--- config.mk ---
export PLATFORM = sky130hd
export DESIGN_NAME = sdram_port_arbiter
export DESIGN_NICKNAME = d
export VERILOG_FILES = /design/src/rtl/sdram_port_arbiter.sv
export SDC_FILE = /design/constraint.sdc
export NUM_CORES = 1
export LEC_CHECK = 0
export BUFFER_PORTS_ARGS = -buffer_cell sky130_fd_sc_hd__buf_2
export CORE_UTILIZATION = 45
export CTS_BUF_LIST = sky130_fd_sc_hd__clkbuf_2
export DETAILED_ROUTE_END_ITERATION = 6
export MAX_ROUTING_LAYER = met4
export PLACE_DENSITY = 0.82
export SLEW_MARGIN = 20
export SYNTH_ARGS = -nofsm -noshare
export SYNTH_HDL_FRONTEND = slang
export SYNTH_SLANG_ARGS = --single-unit
--- constraint.sdc ---
create_clock -name clk_sys -period 2 [get_ports clk_sys]
set_input_delay 0.1 -clock clk_sys [delete_from_list [all_inputs] [get_ports clk_sys]]
set_output_delay 0.1 -clock clk_sys [all_outputs]
set_load 0.02 [all_outputs]
--- src/rtl/sdram_port_arbiter.sv ---
// sdram_port_arbiter: shares the sdram_controller command port between NREQ
// requesters. Port 0 (video) has priority, bounded by HI_MAX back-to-back
// grants while a low port waits; ports 1..NREQ-1 are served round-robin.
// One transaction is outstanding at a time.
module sdram_port_arbiter #(
  parameter int NREQ   = 3,
  parameter int AW     = 22,
  parameter int DW     = 16,
  parameter int BEW    = DW/8,
  parameter int HI_MAX = 4
) (
  input  logic                clk_sys,
  input  logic                rst_n,
  input  logic                init_done,
  input  logic [NREQ-1:0]     req,
  input  logic [NREQ-1:0]     we,
  input  logic [NREQ*AW-1:0]  addr,
  input  logic [NREQ*DW-1:0]  wdata,
  input  logic [NREQ*BEW-1:0] be,
  output logic [NREQ-1:0]     ack,
  output logic [NREQ-1:0]     done,
  output logic [DW-1:0]       rdata,
  output logic                mem_req,
  output logic                mem_we,
  output logic [AW-1:0]       mem_addr,
  output logic [DW-1:0]       mem_wdata,
  output logic [BEW-1:0]      mem_be,
  input  logic                mem_ready,
  input  logic                mem_done,
  input  logic [DW-1:0]       mem_rdata
);

  localparam int PW = $clog2(NREQ);
  localparam int IW = PW + 1;
  localparam int HW = $clog2(HI_MAX + 1);

  typedef enum logic [1:0] {S_IDLE, S_ISSUE, S_WAIT} state_t;

  state_t          state_q, state_d;
  logic [PW-1:0]   owner_q, owner_d;
  logic [PW-1:0]   rr_ptr_q, rr_ptr_d;
  logic [HW-1:0]   hi_cnt_q, hi_cnt_d;
  logic            mem_req_q, mem_req_d;
  logic            mem_we_q, mem_we_d;
  logic [AW-1:0]   mem_addr_q, mem_addr_d;
  logic [DW-1:0]   mem_wdata_q, mem_wdata_d;
  logic [BEW-1:0]  mem_be_q, mem_be_d;
  logic [NREQ-1:0] done_q, done_d;
  logic [DW-1:0]   rdata_q, rdata_d;

  logic            any_low, p0_win, grant, rr_found;
  logic [PW-1:0]   rr_win, win, rr_next, idx_p;
  logic [IW-1:0]   idx;

  assign any_low = |req[NREQ-1:1];
  assign p0_win  = req[0] && (!any_low || (hi_cnt_q < HW'(HI_MAX)));
  assign win     = p0_win ? '0 : rr_win;
  assign grant   = (state_q == S_IDLE) && init_done && (|req);
  assign rr_next = (win == PW'(NREQ-1)) ? PW'(1) : win + PW'(1);

  // Round-robin search over low ports, starting at rr_ptr and wrapping inside 1..NREQ-1
  always_comb begin
    rr_win   = rr_ptr_q;
    rr_found = 1'b0;
    idx      = '0;
    idx_p    = '0;
    for (int i = 0; i < NREQ-1; i++) begin
      idx = IW'(rr_ptr_q) + IW'(i);
      if (idx >= IW'(NREQ)) idx = idx - IW'(NREQ-1);
      idx_p = idx[PW-1:0];
      if (!rr_found && req[idx_p]) begin
        rr_found = 1'b1;
        rr_win   = idx_p;
      end
    end
  end

  // State register
  always_ff @(posedge clk_sys or negedge rst_n) begin
    if (!rst_n) state_q <= S_IDLE;
    else        state_q <= state_d;
  end

  // Next-state: grant -> issue until accepted -> wait for completion
  always_comb begin
    state_d = state_q;
    case (state_q)
      S_IDLE:  if (grant)     state_d = S_ISSUE;
      S_ISSUE: if (mem_ready) state_d = S_WAIT;
      S_WAIT:  if (mem_done)  state_d = S_IDLE;
      default:                state_d = S_IDLE;
    endcase
  end

  // Output: ack is combinational so it coincides with the accept cycle
  always_comb begin
    ack = '0;
    if (state_q == S_ISSUE && mem_ready) ack[owner_q] = 1'b1;
  end

  // Datapath: latch winner's command, fairness counters, completion routing
  always_comb begin
    owner_d     = owner_q;
    rr_ptr_d    = rr_ptr_q;
    hi_cnt_d    = hi_cnt_q;
    mem_req_d   = mem_req_q;
    mem_we_d    = mem_we_q;
    mem_addr_d  = mem_addr_q;
    mem_wdata_d = mem_wdata_q;
    mem_be_d    = mem_be_q;
    rdata_d     = rdata_q;
    done_d      = '0;
    if (grant) begin
      owner_d     = win;
      mem_req_d   = 1'b1;
      mem_we_d    = we[win];
      mem_addr_d  = addr[win*AW +: AW];
      mem_wdata_d = wdata[win*DW +: DW];
      mem_be_d    = be[win*BEW +: BEW];
      if (p0_win) begin
        if (!any_low)                        hi_cnt_d = '0;
        else if (hi_cnt_q != HW'(HI_MAX))    hi_cnt_d = hi_cnt_q + HW'(1);
      end else begin
        hi_cnt_d = '0;
        rr_ptr_d = rr_next;
      end
    end else if (!any_low) begin
      hi_cnt_d = '0;
    end
    if (state_q == S_ISSUE && mem_ready) mem_req_d = 1'b0;
    if (state_q == S_WAIT && mem_done) begin
      rdata_d         = mem_rdata;
      done_d[owner_q] = 1'b1;
    end
  end

  // Registers; reset drops mem_req at once and forgets the owner
  always_ff @(posedge clk_sys or negedge rst_n) begin
    if (!rst_n) begin
      owner_q     <= '0;
      rr_ptr_q    <= PW'(1);
      hi_cnt_q    <= '0;
      mem_req_q   <= 1'b0;
      mem_we_q    <= 1'b0;
      mem_addr_q  <= '0;
      mem_wdata_q <= '0;
      mem_be_q    <= '0;
      done_q      <= '0;
      rdata_q     <= '0;
    end else begin
      owner_q     <= owner_d;
      rr_ptr_q    <= rr_ptr_d;
      hi_cnt_q    <= hi_cnt_d;
      mem_req_q   <= mem_req_d;
      mem_we_q    <= mem_we_d;
      mem_addr_q  <= mem_addr_d;
      mem_wdata_q <= mem_wdata_d;
      mem_be_q    <= mem_be_d;
      done_q      <= done_d;
      rdata_q     <= rdata_d;
    end
  end

  assign done      = done_q;
  assign rdata     = rdata_q;
  assign mem_req   = mem_req_q;
  assign mem_we    = mem_we_q;
  assign mem_addr  = mem_addr_q;
  assign mem_wdata = mem_wdata_q;
  assign mem_be    = mem_be_q;

endmodule

==> results of run 1 <==
-- synth_stat cells, types with 4 or more instances --
cell,n
buf_6,5
mux2i_1,41
o21ai_0,4
buf_2,11
o211ai_2,40
a21oi_1,4
dfrtp_1,69
clkbuf_1,6
nand3_1,45
nor2_1,13
mux2_2,16
nand2_1,45
inv_1,6
-- metrics by stage --
step                      area, um^2  setup WS, ns  std cells  hold slack [ns]
after floorplan                 3670         0.225        333           -0.196
after global placement          4860         0.212        630          -0.0350
after detailed placement        4860         0.126        630          -0.0312
-- cells by family after synthesis --
kind of cell | share of synthesized area
compound gates | 0.164
flops | 0.477
mux | 0.161
xor+xnor | 0.00238
simple gates | 0.141
fa+ha+maj | 0.00681
buf+inv | 0.0480
==> out/qor.txt, run 1 <==
Error msg: [ERROR RSZ-0060] Max buffer count reached.
DPL Wire Length: 7260 um
Rows: 32
Synthesized area per cell: 11.0 um^2
Htree depth: 3
Post-CTS sizing: 0
Predominant post-synthesis flop cell: dfrtp_1
GPL Wtd Cong: 0.803
Synthesized instance count: 333
Post-synth top area share: 0.470
Share of flip-flops with an asynchronous set or reset: 1.00
Ys Warns: 0
Mapped Nets: 482
Max clock buf depth: 2
Post-CTS Setup Inserts: 0
Die span in y: 92.4 um
Number of synthesized flops with an enable pin: 0
Die W: 92.4 um
# hold bufs at CTS: 130
Failed at: clock tree synthesis
Mapped Area: 3670 um^2
Clk sink count: 70
Top area cells in the synthesized netlist: dfrtp_1, o211ai_2, mux2i_1, nand3_1, mux2_2
# IOs: 211
Sequential area share after synthesis: 0.477
Yosys reg bits: 70
CTS Buf Count: 9
Starting density of the core: 0.471
Status: did not finish
Library cells used by synthesis: 34
IO Port Bufs: 210
Clk root buf: clkbuf_2
Synth area leader: dfrtp_1
==> run 2: changes to the inputs <==
Settings changed: CORE_UTILIZATION 45 to 30, CTS_BUF_LIST sky130_fd_sc_hd__clkbuf_2 to not set, MAX_ROUTING_LAYER met4 to not set, PLACE_DENSITY 0.82 to not set, PLACE_DENSITY_LB_ADDON set to 0.15.
==> run 2 against run 1 <==
Compared with the run above: the run now ends clean; synthesized area unchanged; synthesized cell count unchanged.
==> out/qor.txt, run 2 <==
Core Box Area: 12000 um^2
Setup_tns: 0 ns
Pleak: 2.72 nW
Max clock buf depth: 2
Die span in y: 113 um
Most common cell in the netlist: dfrtp_1
Initial antenna violation count: 0
Clk pwr share: 0.206
Max reg flops: 22
Clock Latency Late Sink: 0.33 ns
P_sw: 3.04 mW
Worst VDD drop: 0.000678 V
Logic pwr share: 0.469
Final ANT Viol Nets: 0
Die W: 113 um
DRT Pass-1 Iters: 4
Synthesized area per cell: 11.0 um^2
Most frequent cells in the layout: buf_2, dfrtp_1, nand2_1, nand3_1, mux2i_1
Htree depth: 3
Status: completed
DP Area: 4920 um^2
Post-CTS sizing: 0
Fmax achieved: 541 MHz
All-Layer GR Usage: 0.163
Routed via count: 3353
Sw Ratio: 0.406
Worst-Margin Slew: 0.386 ns
Largest net degree at the start of global routing: 49
Share of flip-flops with an asynchronous set or reset: 1.00
IO Port Bufs: 210
Worst-path clk slew: 0.06 ns
RSZ-0062 raised after global routing: no
Most common library cell in the layout ignoring fill and taps: buf_2
First-pass GRT wire length: 16000 um
Post-route cell area: 5380 um^2
Sequential area share after synthesis: 0.477
Vias/cell: 4.73
Post-CTS Setup Inserts: 0
Internal Power: 4.45 mW
N_diodes: 0
Top area cells in the synthesized netlist: dfrtp_1, o211ai_2, mux2i_1, nand3_1, mux2_2
Ys Warns: 0
Tcrit/Tclk final: 0.924
Starting density of the core: 0.307
Layout Cells excl Fill: 709
Rows: 40
Post-Place Setup Slack: 0.137 ns
Critical path type: register to register
# IOs: 211
Library cells used by synthesis: 34
Seq pwr share: 0.325
Hold Crit Class: input port to register
Crit path required time: 2.20 ns
Layout cells sized above 1: 0.528
Post-layout minimum cycle time: 1.85 ns
CTS Buf Count: 9
Final WS setup: 0.152 ns
Detailed-route wire length: 10200 um
Max-cap viol count: 0
Mapped Area: 3670 um^2
Power Density: 1390 nW/um^2
Routed WL per cell: 14.5 um
Hold_ws: 0.0110 ns
DRC: 0
Number of synthesized flops with an enable pin: 0
Clk root buf: clkbuf_16
Predominant post-synthesis flop cell: dfrtp_1
CP Max Fanout: 25
Crit. End Element: register
Clk sink count: 70
Area Overhead vs Synth: 46.3%
Layout Utilization: 0.450
CTS tree: done
Placed cells: 676
Synthesized instance count: 333
CP startpoint kind: register
Mapped Nets: 482
Total Power: 7.48 mW
Yosys reg bits: 70
# nets final: 706
Total congestion overflow: 0
Final setup vio count: 0
Final Max Slew Viols: 0
DPL Wire Length: 7370 um
Max_slew headroom: 0.743
Post-synth top cells: dfrtp_1, nand2_1, nand3_1, mux2i_1, o211ai_2
GPL Wtd Cong: 0.746
Post-synth top area share: 0.470
Clock Skews: 0.00717 ns
Crit path DAT: 2.05 ns
Die area: 12700 um^2
Synth area leader: dfrtp_1
Fin. Hold Viols: 0
1st-iter DRT viols: 126
Vias in the first global route: 3255
run 2: cell counts after synthesis:
No cell type changed its count.
run 2: cell type report:
type                    instances  area [um^2]
inverters                       6         22.5
repair buffers                239         1360
fillers                      1160         6580
multi-input cells             231         1770
clock buffers                  12          236
flip-flops and latches         70         1750
well taps                     147          184
clock inverters                 4         47.5
run 2: metal layers:
layer  track usage  vias up  part of all wire
met5             0        -                 0
met1         0.196     1570              0.43
li1              -     1638                 -
met4        0.0533        0            0.0098
met2         0.281      136              0.49
met3        0.0464        9             0.073
run 2: logic make-up (layout without fill, tap and decap cells):
logic type | after synthesis | in the layout | share of synthesized area
and+or+nand+nor | 115 | 115 | 0.141
DFF | 70 | 70 | 0.477
muxes | 57 | 57 | 0.161
AOI/OAI and AO/OA | 56 | 56 | 0.164
buffers and inverters | 32 | 261 | 0.0480
adders and majority gates | 2 | 2 | 0.00681
xor gates and xnor gates | 1 | 1 | 0.00238
run 2: worst max-delay path, stage by stage, from the launching register on:
cell,delay [ns]
dfstp_2,0.53
nand2b_1,0.11
a21boi_0,0.13
a221oi_4,0.32
buf_12,0.27
mux2i_1,0.27
o211ai_2,0.09
run 2: final timing paths:
path	cells past startpoint	startpoint	slack (ns)	end
setup / recovery	6	rr_ptr_q[0]	0.15	mem_addr[17]
hold reg to reg	2	mem_wdata[3]	0.48	mem_wdata[3]
setup reg to reg	6	rr_ptr_q[0]	0.15	mem_addr[17]
hold / removal	2	mem_rdata[12]	0.01	rdata[12]
min in group asynchronous	2	rst_n	0.21	mem_wdata[13]
max in group asynchronous	3	rst_n	1.18	rr_ptr_q[0]
run 2: power groups by stage:
stage	combinational (mW)	sequential (mW)	clock (mW)
3_5_place_dp	3.55	2.44	0
4_1_cts	3.57	2.43	1.60
6_report	3.51	2.43	1.54
3_3_place_gp	3.51	2.43	0
5_1_grt	3.80	2.51	1.66
2_1_floorplan	1.66	3.13	0
run 2: what timing repair did:
action / CTS / global route
setup endpoints to repair: 0 / 0
hold endpoints to repair: 38 / 0
hold buffers: 17 / 0
No activity file was read; power rests on OpenSTA's default activity.
==> run 3: changes to the inputs <==
Settings changed: ABC_AREA set to 1.
==> run 3 against run 2 <==
Compared with the run above: fmax fell by 0.58%; via count rose by 36%; final cell count rose by 36%; hold slack improved by 0.0061 ns; global-route usage rose by 3.6 points; clock-buffer cell count fell by 3; sequential power barely moved.
==> out/qor.txt, run 3 <==
Status: completed
Post-layout minimum cycle time: 1.86 ns
Fill count: 1343
# nets final: 935
Reg-to-reg critical path endpoint: mem_addr[19]
Crit. End Element: register
Final Max Slew Viols: 0
Share of flip-flops with an asynchronous set or reset: 1.00
Placed cells: 934
Max clock buf depth: 2
Yosys reg bits: 70
Most common library cell in the layout ignoring fill and taps: buf_2
Synth area leader: dfrtp_1
Area Overhead vs Synth: 42.0%
Crit path DAT: 2.12 ns
Hold Crit Class: input port to register
Mapped Area: 4100 um^2
Htree depth: 3
IO Port Bufs: 210
All-Layer GR Usage: 0.199
Top area cells in the synthesized netlist: dfrtp_1, nand2_1, nand3_1, inv_1, nand4_1
Worst VDD drop: 0.000629 V
Max-cap viol count: 0
Hold path startpoint: mem_rdata[7]
Most common cell in the netlist: nand2_1
Clk root buf: clkbuf_16
Hold_ws: 0.0171 ns
Power Density: 1390 nW/um^2
Rows: 42
Mapped Nets: 719
Max reg flops: 22
Core Box Area: 13300 um^2
Vias/cell: 4.73
Die area: 14200 um^2
Layout cells sized above 1: 0.336
GPL Wtd Cong: 0.838
DRT Pass-1 Iters: 4
Routed via count: 4575
Number of synthesized flops with an enable pin: 0
First-pass GRT wire length: 22300 um
CTS Buf Count: 9
Largest net degree at the start of global routing: 61
Synthesized instance count: 570
Initial antenna violation count: 1
DRC: 0
RR Startpoint: rr_ptr_q[0]
CP startpoint kind: register
Final setup vio count: 0
Worst hold endpoint: rdata[7]
Post-synth top area share: 0.421
N_diodes: 0
Sequential area share after synthesis: 0.427
R2r worst-path depth: 11
Layout Cells excl Fill: 967
Synthesized area per cell: 7.20 um^2
Pleak: 3.44 nW
Starting density of the core: 0.309
Post-synth top cells: nand2_1, inv_1, nand3_1, dfrtp_1, nand4_1
Total Power: 8.11 mW
Fin. Hold Viols: 0
# IOs: 211
Vias in the first global route: 4437
WHS Path Cells: 2
DPL Wire Length: 9530 um
Crit path required time: 2.26 ns
Max_slew headroom: 0.650
Post-CTS Setup Inserts: 0
Total congestion overflow: 0
Most frequent cells in the layout: buf_2, nand2_1, inv_1, nand3_1, dfrtp_1
CP Max Fanout: 20
Routed WL per cell: 13.9 um
Critical path type: register to register
Fmax achieved: 538 MHz
Clock Skews: 0.00728 ns
Die W: 119 um
Ys Warns: 0
Predominant post-synthesis flop cell: dfrtp_1
CTS tree: done
Detailed-route wire length: 13500 um
Tcrit/Tclk final: 0.929
Worst-Margin Slew: 0.524 ns
Die span in y: 119 um
Clk sink count: 70
1st-iter DRT viols: 218
Worst-path clk slew: 0.06 ns
Worst reg-to-reg setup slack: 0.14 ns
Clock Latency Late Sink: 0.33 ns
RSZ-0062 raised after global routing: yes
Final ANT Viol Nets: 0
Setup_tns: 0 ns
Library cells used by synthesis: 25
[run 3: cells by family after synthesis]
kind of cell / synth area share
AO/OA/AOI/OAI: 0.0296
AND/OR/NAND/NOR: 0.365
flip-flops: 0.427
buffers and inverters: 0.128
multiplexers: 0.0439
adder cells (fa/ha/maj): 0.00610
[run 3: what timing repair did]
item,4_1_cts,5_1_grt
resized for setup,1,8
setup endpoints to repair,10,31
gates cloned,0,0
hold buffers,17,0
pin swaps,0,1
hold endpoints to repair,48,0
[run 3: metrics by stage]
stage               utilization  setup slack [ns]  cell area (um^2)
global placement          0.401            0.0228              5330
detailed placement        0.401           -0.0482              5330
finish                    0.438             0.141              5830
global route              0.438          -0.00247              5830
CTS                       0.437            0.0522              5810
floorplan                     -             0.379              4100
[run 3: area by class of cell]
| type | instances | area [um^2] | share of cell area |
|---|---|---|---|
| clock inverter | 7 | 73.8 | 0.0127 |
| tap | 176 | 220 | 0.0378 |
| sequential | 70 | 1750 | 0.301 |
| clock buffer | 9 | 225 | 0.0386 |
| multi-input combinational | 371 | 1840 | 0.316 |
| inverter | 92 | 350 | 0.0601 |
| timing repair buffer | 242 | 1370 | 0.235 |
[run 3: report_power, final]
group	switching, mW	total, mW	internal [mW]
Combinational	2.64	4.06	1.42
Clock	0.638	1.61	0.969
Sequential	0.371	2.44	2.07
[run 3: routing by layer]
layer	routed length, um	share of wire	vias up	global-route usage
met5	13	0.00096	-	0
li1	-	-	2254	-
met3	991	0.074	20	0.0431
met1	6060	0.45	2098	0.259
met4	233	0.017	2	0.0759
met2	6180	0.46	201	0.324
[run 3: critical path, cell delays in order (launching register included)]
cell	delay [ns]
dfstp_2	0.59
inv_2	0.08
nand3_1	0.11
nand2_1	0.06
nor2_1	0.10
nand2_1	0.10
nor2_4	0.21
buf_8	0.22
nand3_1	0.12
nand2_1	0.08
nor2_1	0.04
nor2_1	0.07
[run 3: how the worst max path moves through the flow]
stage                            from             to  depth (start not counted)
after floorplan           rr_ptr_q[0]    mem_addr[0]                         13
after global placement    rr_ptr_q[0]  mem_wdata[15]                          8
after detailed placement  rr_ptr_q[0]         mem_we                          8
after CTS                 rr_ptr_q[0]   mem_addr[19]                         10
after global routing      rr_ptr_q[0]   mem_addr[12]                         11
final                     rr_ptr_q[0]   mem_addr[19]                         11
